**config.mk**
```make
export PLATFORM = sky130hd
export DESIGN_NAME = serial_add_ctrl_flat
export DESIGN_NICKNAME = d
export VERILOG_FILES = /design/src/rtl/serial_add_pkg.sv /design/src/rtl/serial_add_ctrl_if.sv /design/src/rtl/serial_add_ctrl_sum_deser.sv /design/src/rtl/serial_add_ctrl.sv /design/src/flat_wrapper.sv
export SDC_FILE = /design/constraint.sdc
export NUM_CORES = 1
export LEC_CHECK = 0
export CORE_ASPECT_RATIO = 1.4
export CORE_UTILIZATION = 41
export DETAILED_ROUTE_END_ITERATION = 10
export GPL_ROUTABILITY_DRIVEN = 0
export PLACE_DENSITY = 0.77
export SETUP_SLACK_MARGIN = 0.05
export SLEW_MARGIN = 10
export SYNTH_ARGS = -nofsm -noshare
export SYNTH_HDL_FRONTEND = slang
export SYNTH_HIERARCHICAL = 1
export SYNTH_SLANG_ARGS = --single-unit
export TNS_END_PERCENT = 30
```
**constraint.sdc**
```tcl
create_clock -name clk -period 1.9 [get_ports clk]
set_clock_uncertainty 0.2 [all_clocks]
set_input_delay 0.38 -clock clk [delete_from_list [all_inputs] [get_ports clk]]
set_output_delay 0.38 -clock clk [all_outputs]
set_load 0.01 [all_outputs]
```
**src/rtl/serial_add_pkg.sv**
```systemverilog
// Shared types and constants for the serial adder controller and its datapath.
package serial_add_pkg;

   typedef enum logic [1:0] {
      IDLE  = 2'd0,
      LOAD  = 2'd1,
      SHIFT = 2'd2,
      DONE  = 2'd3
   } state_t;

   localparam int DEF_WIDTH = 4;

endpackage

```
**src/rtl/serial_add_ctrl_if.sv**
```systemverilog
// Operand, datapath and result signals of the serial adder controller.
interface serial_add_ctrl_if
   import serial_add_pkg::*;
#(
   parameter int WIDTH = DEF_WIDTH
);
   logic             in_valid;
   logic             in_ready;
   logic [WIDTH-1:0] in_a;
   logic [WIDTH-1:0] in_b;
   logic [WIDTH-1:0] dp_a;
   logic [WIDTH-1:0] dp_b;
   logic             dp_pipo;
   logic             dp_shift;
   logic             dp_cclr;
   logic             dp_sum;
   logic             dp_cout;
   logic             out_valid;
   logic             out_ready;
   logic [WIDTH-1:0] out_sum;
   logic             out_cout;
   logic             busy;

   // Controller side
   modport master (
      input  in_valid, in_a, in_b, dp_sum, dp_cout, out_ready,
      output in_ready, dp_a, dp_b, dp_pipo, dp_shift, dp_cclr,
             out_valid, out_sum, out_cout, busy
   );

   // Producer, consumer and datapath side
   modport slave (
      output in_valid, in_a, in_b, dp_sum, dp_cout, out_ready,
      input  in_ready, dp_a, dp_b, dp_pipo, dp_shift, dp_cclr,
             out_valid, out_sum, out_cout, busy
   );

endinterface

```
**src/rtl/serial_add_ctrl_sum_deser.sv**
```systemverilog
// Right-shift deserialiser: LSB-first bits enter at the MSB and settle in place.
module sum_deser #(
   parameter int WIDTH = 4
) (
   input  logic             clk,
   input  logic             clr,
   input  logic             en,
   input  logic             din,
   output logic [WIDTH-1:0] q
);

   always_ff @(posedge clk or negedge clr) begin
      if (!clr) begin
         q <= '0;
      end else if (en) begin
         q <= {din, q[WIDTH-1:1]};
      end
   end

endmodule

```
**src/rtl/serial_add_ctrl.sv**
```systemverilog
// Sequencer for the bit-serial adder: loads operands, strobes WIDTH shifts,
// collects the sum bits and hands the result to the consumer.
module serial_add_ctrl
   import serial_add_pkg::*;
#(
   parameter int WIDTH = DEF_WIDTH
) (
   input logic               clk,
   input logic               clr,
   serial_add_ctrl_if.master bus
);

   localparam int CNT_W = $clog2(WIDTH + 1);
   localparam logic [CNT_W-1:0] LAST = CNT_W'(WIDTH - 1);

   state_t           state;
   logic [CNT_W-1:0] cnt;
   logic [WIDTH-1:0] a_q;
   logic [WIDTH-1:0] b_q;
   logic             pipo;
   logic             shift;
   logic             cclr;
   logic             valid;
   logic             cout_q;
   logic             idle;
   logic [WIDTH-1:0] sum_q;

   // A result leaving DONE frees the controller on the same edge
   assign bus.in_ready  = idle | (valid & bus.out_ready);
   assign bus.dp_a      = a_q;
   assign bus.dp_b      = b_q;
   assign bus.dp_pipo   = pipo;
   assign bus.dp_shift  = shift;
   assign bus.dp_cclr   = cclr;
   assign bus.out_valid = valid;
   assign bus.out_sum   = sum_q;
   assign bus.out_cout  = cout_q;
   assign bus.busy      = ~idle;

   always_ff @(posedge clk or negedge clr) begin
      if (!clr) begin
         state  <= IDLE;
         cnt    <= '0;
         a_q    <= '0;
         b_q    <= '0;
         pipo   <= 1'b0;
         shift  <= 1'b0;
         cclr   <= 1'b1;
         valid  <= 1'b0;
         cout_q <= 1'b0;
         idle   <= 1'b1;
      end else begin
         case (state)
            IDLE: begin
               if (bus.in_valid) begin
                  a_q   <= bus.in_a;
                  b_q   <= bus.in_b;
                  pipo  <= 1'b1;
                  cclr  <= 1'b0;
                  idle  <= 1'b0;
                  state <= LOAD;
               end
            end
            LOAD: begin
               cnt   <= '0;
               pipo  <= 1'b0;
               cclr  <= 1'b1;
               shift <= 1'b1;
               state <= SHIFT;
            end
            SHIFT: begin
               cnt <= cnt + CNT_W'(1);
               if (cnt == LAST) begin
                  cout_q <= bus.dp_cout;
                  shift  <= 1'b0;
                  valid  <= 1'b1;
                  state  <= DONE;
               end
            end
            DONE: begin
               if (bus.out_ready) begin
                  valid <= 1'b0;
                  if (bus.in_valid) begin
                     a_q   <= bus.in_a;
                     b_q   <= bus.in_b;
                     pipo  <= 1'b1;
                     cclr  <= 1'b0;
                     state <= LOAD;
                  end else begin
                     idle  <= 1'b1;
                     state <= IDLE;
                  end
               end
            end
            default: state <= IDLE;
         endcase
      end
   end

   sum_deser #(.WIDTH(WIDTH)) u_sum_deser (
      .clk (clk),
      .clr (clr),
      .en  (shift),
      .din (bus.dp_sum),
      .q   (sum_q)
   );

endmodule

```
**src/flat_wrapper.sv**
```systemverilog
// flat-port wrapper written by rule: the top's interface ports become plain ports
module serial_add_ctrl_flat import serial_add_pkg::*;
#(
   parameter int WIDTH = DEF_WIDTH
)
  (clk, clr, bus_in_valid, bus_in_a, bus_in_b, bus_dp_sum, bus_dp_cout, bus_out_ready, bus_in_ready, bus_dp_a, bus_dp_b, bus_dp_pipo, bus_dp_shift, bus_dp_cclr, bus_out_valid, bus_out_sum, bus_out_cout, bus_busy);
  serial_add_ctrl_if #(.WIDTH(WIDTH)) bus_i ();
  input logic clk;
  input logic clr;
  input wire logic [$bits(bus_i.in_valid)-1:0] bus_in_valid;
  input wire logic [$bits(bus_i.in_a)-1:0] bus_in_a;
  input wire logic [$bits(bus_i.in_b)-1:0] bus_in_b;
  input wire logic [$bits(bus_i.dp_sum)-1:0] bus_dp_sum;
  input wire logic [$bits(bus_i.dp_cout)-1:0] bus_dp_cout;
  input wire logic [$bits(bus_i.out_ready)-1:0] bus_out_ready;
  output wire logic [$bits(bus_i.in_ready)-1:0] bus_in_ready;
  output wire logic [$bits(bus_i.dp_a)-1:0] bus_dp_a;
  output wire logic [$bits(bus_i.dp_b)-1:0] bus_dp_b;
  output wire logic [$bits(bus_i.dp_pipo)-1:0] bus_dp_pipo;
  output wire logic [$bits(bus_i.dp_shift)-1:0] bus_dp_shift;
  output wire logic [$bits(bus_i.dp_cclr)-1:0] bus_dp_cclr;
  output wire logic [$bits(bus_i.out_valid)-1:0] bus_out_valid;
  output wire logic [$bits(bus_i.out_sum)-1:0] bus_out_sum;
  output wire logic [$bits(bus_i.out_cout)-1:0] bus_out_cout;
  output wire logic [$bits(bus_i.busy)-1:0] bus_busy;
  assign bus_i.in_valid = bus_in_valid;
  assign bus_i.in_a = bus_in_a;
  assign bus_i.in_b = bus_in_b;
  assign bus_i.dp_sum = bus_dp_sum;
  assign bus_i.dp_cout = bus_dp_cout;
  assign bus_i.out_ready = bus_out_ready;
  assign bus_in_ready = bus_i.in_ready;
  assign bus_dp_a = bus_i.dp_a;
  assign bus_dp_b = bus_i.dp_b;
  assign bus_dp_pipo = bus_i.dp_pipo;
  assign bus_dp_shift = bus_i.dp_shift;
  assign bus_dp_cclr = bus_i.dp_cclr;
  assign bus_out_valid = bus_i.out_valid;
  assign bus_out_sum = bus_i.out_sum;
  assign bus_out_cout = bus_i.out_cout;
  assign bus_busy = bus_i.busy;
  serial_add_ctrl #(.WIDTH(WIDTH)) u_core (.clk(clk), .clr(clr), .bus(bus_i));
endmodule
```
; Yosys cells after proc, flatten, opt, wreduce, memory -nomap -nowiden
; Cells that the tools add are included.
[word_totals]
word_cells = 62
input_bits = 14
reg_bits = 23
out_inout_bits = 19
[op_classes]
eq_ne = 8
n_reduce_logical = 12
add_sub_neg = 1
bitwise = 3
muxes = 27
[ops]
columns = operator, n
row1 = 2-to-1 mux 4 bit, 4
row2 = case mux 4 bit (2 select lines), 2
row3 = 2-to-1 mux 1 bit, 11
row4 = case mux 2 bit (4 select lines), 1
row5 = AND reduction 2 bit, 4
row6 = 2-to-1 mux 2 bit, 3
row7 = inequality test 2 bit (second input constant), 3
row8 = case mux 1 bit (2 select lines), 3
row9 = case mux 1 bit (3 select lines), 2
row10 = case mux 3 bit (2 select lines), 1
row11 = AND reduction 3 bit, 2
row12 = nonzero test 2 bit, 3
row13 = equality test 2 bit (second input constant), 2
row14 = AND reduction 4 bit, 1
row15 = adder 3 x 1 -> 3 bit (second input constant), 1
row16 = equality test 3 x 2 -> 1 bit (second input constant), 1
row17 = nonzero test 3 bit, 1
row18 = equality test 2 x 1 -> 1 bit (second input constant), 1
row19 = zero test 2 bit, 1
row20 = inequality test 2 x 1 -> 1 bit (second input constant), 1
row21 = bitwise AND 1 bit, 1
row22 = inverter 1 bit, 1
row23 = bitwise OR 1 bit, 1

; Longest topological paths before layout
[depth]
ltp_word = 3
mapped_depth = 5
mapped_depth_nobuf = 5

; Hierarchy
; The synthesis kept the hierarchy.
[by_module_without_submodules]
columns = module, area_each_um2, cells_per_inst, n_inst
row1 = serial_add_ctrl, 975.9, 79, 1
row2 = sum_deser, 145.1, 8, 1

; Worst setup path after synthesis
; No wires, ideal clock.
[synth_timing]
path_kind = reg-to-reg
start = reg u_core.state[1]
end = reg u_core.state[1]
n_path_buf = 0
path_stages_with_launch = 5
setup_ps = 125
slack_ps = 137
arrival_ps = 1438
required_time_ps = 1575
path_cell_list = dfrtp_1 ha_1 and2b_2 nor3_2 mux2_2
[synth_via]
elab_chain_cells = 3
[synth_lines]
columns = item, line_no
row1 = from (decl), serial_add_ctrl.sv:16  ; state_t state;
row2 = from (signal assigned), serial_add_ctrl.sv:42  ; state <= IDLE;
row3 = from (signal assigned), serial_add_ctrl.sv:61  ; state <= LOAD;
row4 = from (signal assigned), serial_add_ctrl.sv:69  ; state <= SHIFT;
row5 = equality test 2 bit or zero test 2 bit (tied branches), serial_add_ctrl.sv:53  ; case (state)
row6 = inequality test 2 x 1 -> 1 bit (no source line) or inequality test 2 bit (tied branches), n/a
row7 = AND reduction 3 bit (no source line), n/a
; Several ways; a longest one is shown, not always the timed one.
; A chain may end at the register's enable or synchronous reset.

; Final worst setup path
[layout_timing]
start = reg u_core.u_sum_deser.q[1]
end = out bus_out_sum[1]
[layout_rtl]
columns = item, line_no
row1 = from (decl), serial_add_ctrl_sum_deser.sv:9  ; output logic [WIDTH-1:0] q
row2 = from (signal assigned), serial_add_ctrl_sum_deser.sv:16  ; q <= {din, q[WIDTH-1:1]};
row3 = to (decl), flat_wrapper.sv:23  ; output wire logic [$bits(bus_i.out_sum)-1:0] bus_out_sum;
; No word-level cell between the ends.

==> flow_metrics.tcl <==
set metrics [dict create \
    drc_errors 0 \
    synthesis.area_um2 1120 \
    tightest_slew_ps 287 \
    crit_chain "clkdlybuf4s50_1" \
    synth_seq_cells 23 \
    path_depth 1 \
    power_density_nw_per_um2 1430 \
    cts_sinks 23 \
    sequentialPowerShare_pct 35.9 \
    cpLargestDelayFamily "buffers and inverters" \
    clockRootBuffer "clkbuf_4" \
    grt_pass1_wl_um 3530 \
    syn-num-nets 110 \
    synth-main-ff-cell "dfrtp_1" \
    r2r-start "u_core/state[0]" \
    vias 820 \
    synth-edff-count 0 \
    track_usage_pct 16.4 \
    async_reset_ff_share_pct 100 \
    fin_setup_tns_ps 0 \
    final_critical_path_setup_slack_ps 98.2 \
    overflow 0 \
    ys_warn_count 6 \
    p_clk_share_pct 9.7 \
    clk_latency_ps 300 \
    critPathArrivalTime_ps 1220 \
    drt_first_pass_iters 2 \
    n_antenna_cell 0 \
    synth.avg_cell_area_um2 12.9 \
    die_h_um 63.9 \
    p_leak_nw 0.731 \
    hold_viol_final 0 \
    n_fill_cell 212 \
    max_freq_ghz 0.555 \
    dp_hpwl_um 1660 \
    clockBufferDepth 2 \
    yosysSeqAreaShare_pct 51.6 \
    initial_core_util_pct 42.9 \
    synth_top_cell_by_area "dfrtp_1" \
    final_cell_count_no_fill 167 \
    ant_nets 0 \
    worstPathRequired_ps 1320 \
    cts_buffers 3 \
    die_area_um2 2950 \
    slowest_delay_ps 540 \
    synthToLayoutAreaGrowth_pct 41.2 \
    drtIter0Drc 2 \
    avgViaCountPerCell 4.91 \
    slowest_stage "clkdlybuf4s50_1" \
    hold_path_class "in2async" \
    cts_max_level 1 \
    ff2ff_path_depth 5 \
    port_buffers 32 \
    io_pins 33 \
    grt_pass1_vias 849 \
    cp-end-kind "primary output" \
    antenna_found_initial 0 \
    place_inst 161 \
    synthTopCellsByArea "dfrtp_1 (47%), mux2_4 (12%), ha_1 (10%), mux2_2 (6.0%), dfstp_2 (4.7%)" \
    wl_um 2150 \
    fin_crit_sh_pct 94.8 \
    start_kind "flop" \
    critPathMaxFanout 3 \
    rrSetupSlack_ps 120 \
    syn_inst 87 \
    path_class "reg2out" \
    p_comb_share_pct 54.3 \
    nets 155 \
    seq_area_um2 581 \
    slew_headroom_pct 80.8 \
    core_um2 2620 \
    switching_power_uw 774 \
    rsz0062_at_grt "yes" \
    switching_share_pct 34.3 \
    fin_crit_ps 1800 \
    setup_viol 0 \
    pre_cts_ws_ps -253 \
    status "completed" \
    peakVddDrop_mv 0.664 \
    wl_per_cell_um 12.9 \
    cts_tree "built" \
    p_int_mw 1.48 \
    grt_start_max_net_pins 24 \
    max_cap_violations 0 \
    critPathBufInv 1 \
    synthDistinctLibCells 24 \
    multiInputGateArea_um2 519 \
    cts.reportedPaths.clkPinSlew_ps 120 \
    fin_hold_ws_ps 225 \
    power_mw 2.26 \
    drive_gt1_share_pct 27.5 \
    die_x_um 46.2 \
    rows 22 \
    r2r-end "u_core/bus.dp_b[2]" \
    yosys.area.top_type_share_pct 46.9 \
    slew_violations 0 \
]
how the worst max path moves through the flow:
stage / from / end / slack, ps
after floorplan: u_core/state[1] / u_core/state[1] / 140
after global placement: bus_out_ready / bus_in_ready / -230
after detailed placement: bus_out_ready / bus_in_ready / -250
after CTS: u_core/state[0] / u_core/bus.dp_b[2] / 50
after global routing: u_core/u_sum_deser/q[1] / bus_out_sum[1] / 30
final: u_core/u_sum_deser/q[1] / bus_out_sum[1] / 100
timing repair:
item,CTS,global route
hold buffers,0,0
resized for setup,7,4
setup endpoints to repair,13,18
setup buffers,1,1
area by class of cell:
type | count | area share [%]
Sequential cell | 23 | 36.7
Multi-Input combinational cell | 54 | 32.8
Timing Repair Buffer | 40 | 23.6
Tap cell | 36 | 2.85
Inverter | 10 | 2.37
Clock buffer | 4 | 1.66
Yosys cell counts, drive strengths merged (2+ instances only):
cell,number
inv,10
nand3,2
nand2,5
nor2,3
mux2,15
dfrtp,21
a2bb2oi,2
nor2b,2
o21ai,5
dfstp,2
ha,9
logic make-up (layout without fill, tap and decap cells):
group	Yosys count	in the layout	synth area share, %
flops	23	23	51.6
fa+ha+maj	9	9	10.0
mux	16	16	19.0
simple gates	17	17	8.93
buf+inv	10	54	3.35
compound gates	12	12	7.14
through the flow:
step / cell area [um^2] / utilization (%)
final: 1580 / 60.5
after global routing: 1580 / 60.5
after CTS: 1570 / 60.0
after detailed placement: 1530 / 58.6
after global placement: 1530 / 58.6
after floorplan: 1120 / -
sequential cells by signal, indices dropped and copies added, names as in the netlist:
name                  count
u_core/state              2
u_core/bus.out_cout       1
u_core/bus.dp_cclr        1
u_core/bus.out_valid      1
u_core/bus.dp_shift       1
u_core/bus.dp_a           4
u_core/cnt                3
u_core/u_sum_deser/q      4
u_core/bus.dp_pipo        1
u_core/bus.dp_b           4
u_core/idle               1
power by group through the flow:
stage / logic (mW) / clock network, mW / registers [mW]
floorplan: 0.638 / 0 / 0.875
global placement: 1.17 / 0 / 0.809
global route: 1.34 / 0.254 / 0.839
finish: 1.23 / 0.220 / 0.811
CTS: 1.21 / 0.228 / 0.811
detailed placement: 1.21 / 0 / 0.824
cells in the final DEF, fill, tap and decap left out, types with 3 or more instances in the layout:
cell             Yosys  routed
mux2_2               6       6
clkdlybuf4s50_1      0      27
dfrtp_1             21      19
clkbuf_4             0       3
nand2_1              4       4
nor2_1               3       3
mux2_4               9       9
dlygate4sd2_1        0       5
inv_1               10       9
o21ai_0              5       5
ha_1                 9       7
buf_4                0       8
metal layers:
metal	track usage (%)	vias up	share of wire, %
li1	-	388	-
met2	30.1	25	52
met1	17.5	405	42
met5	0	-	0
met4	5.51	0	0.79
met3	3.11	2	5.0
No activity file was read; power rests on OpenSTA's default activity.
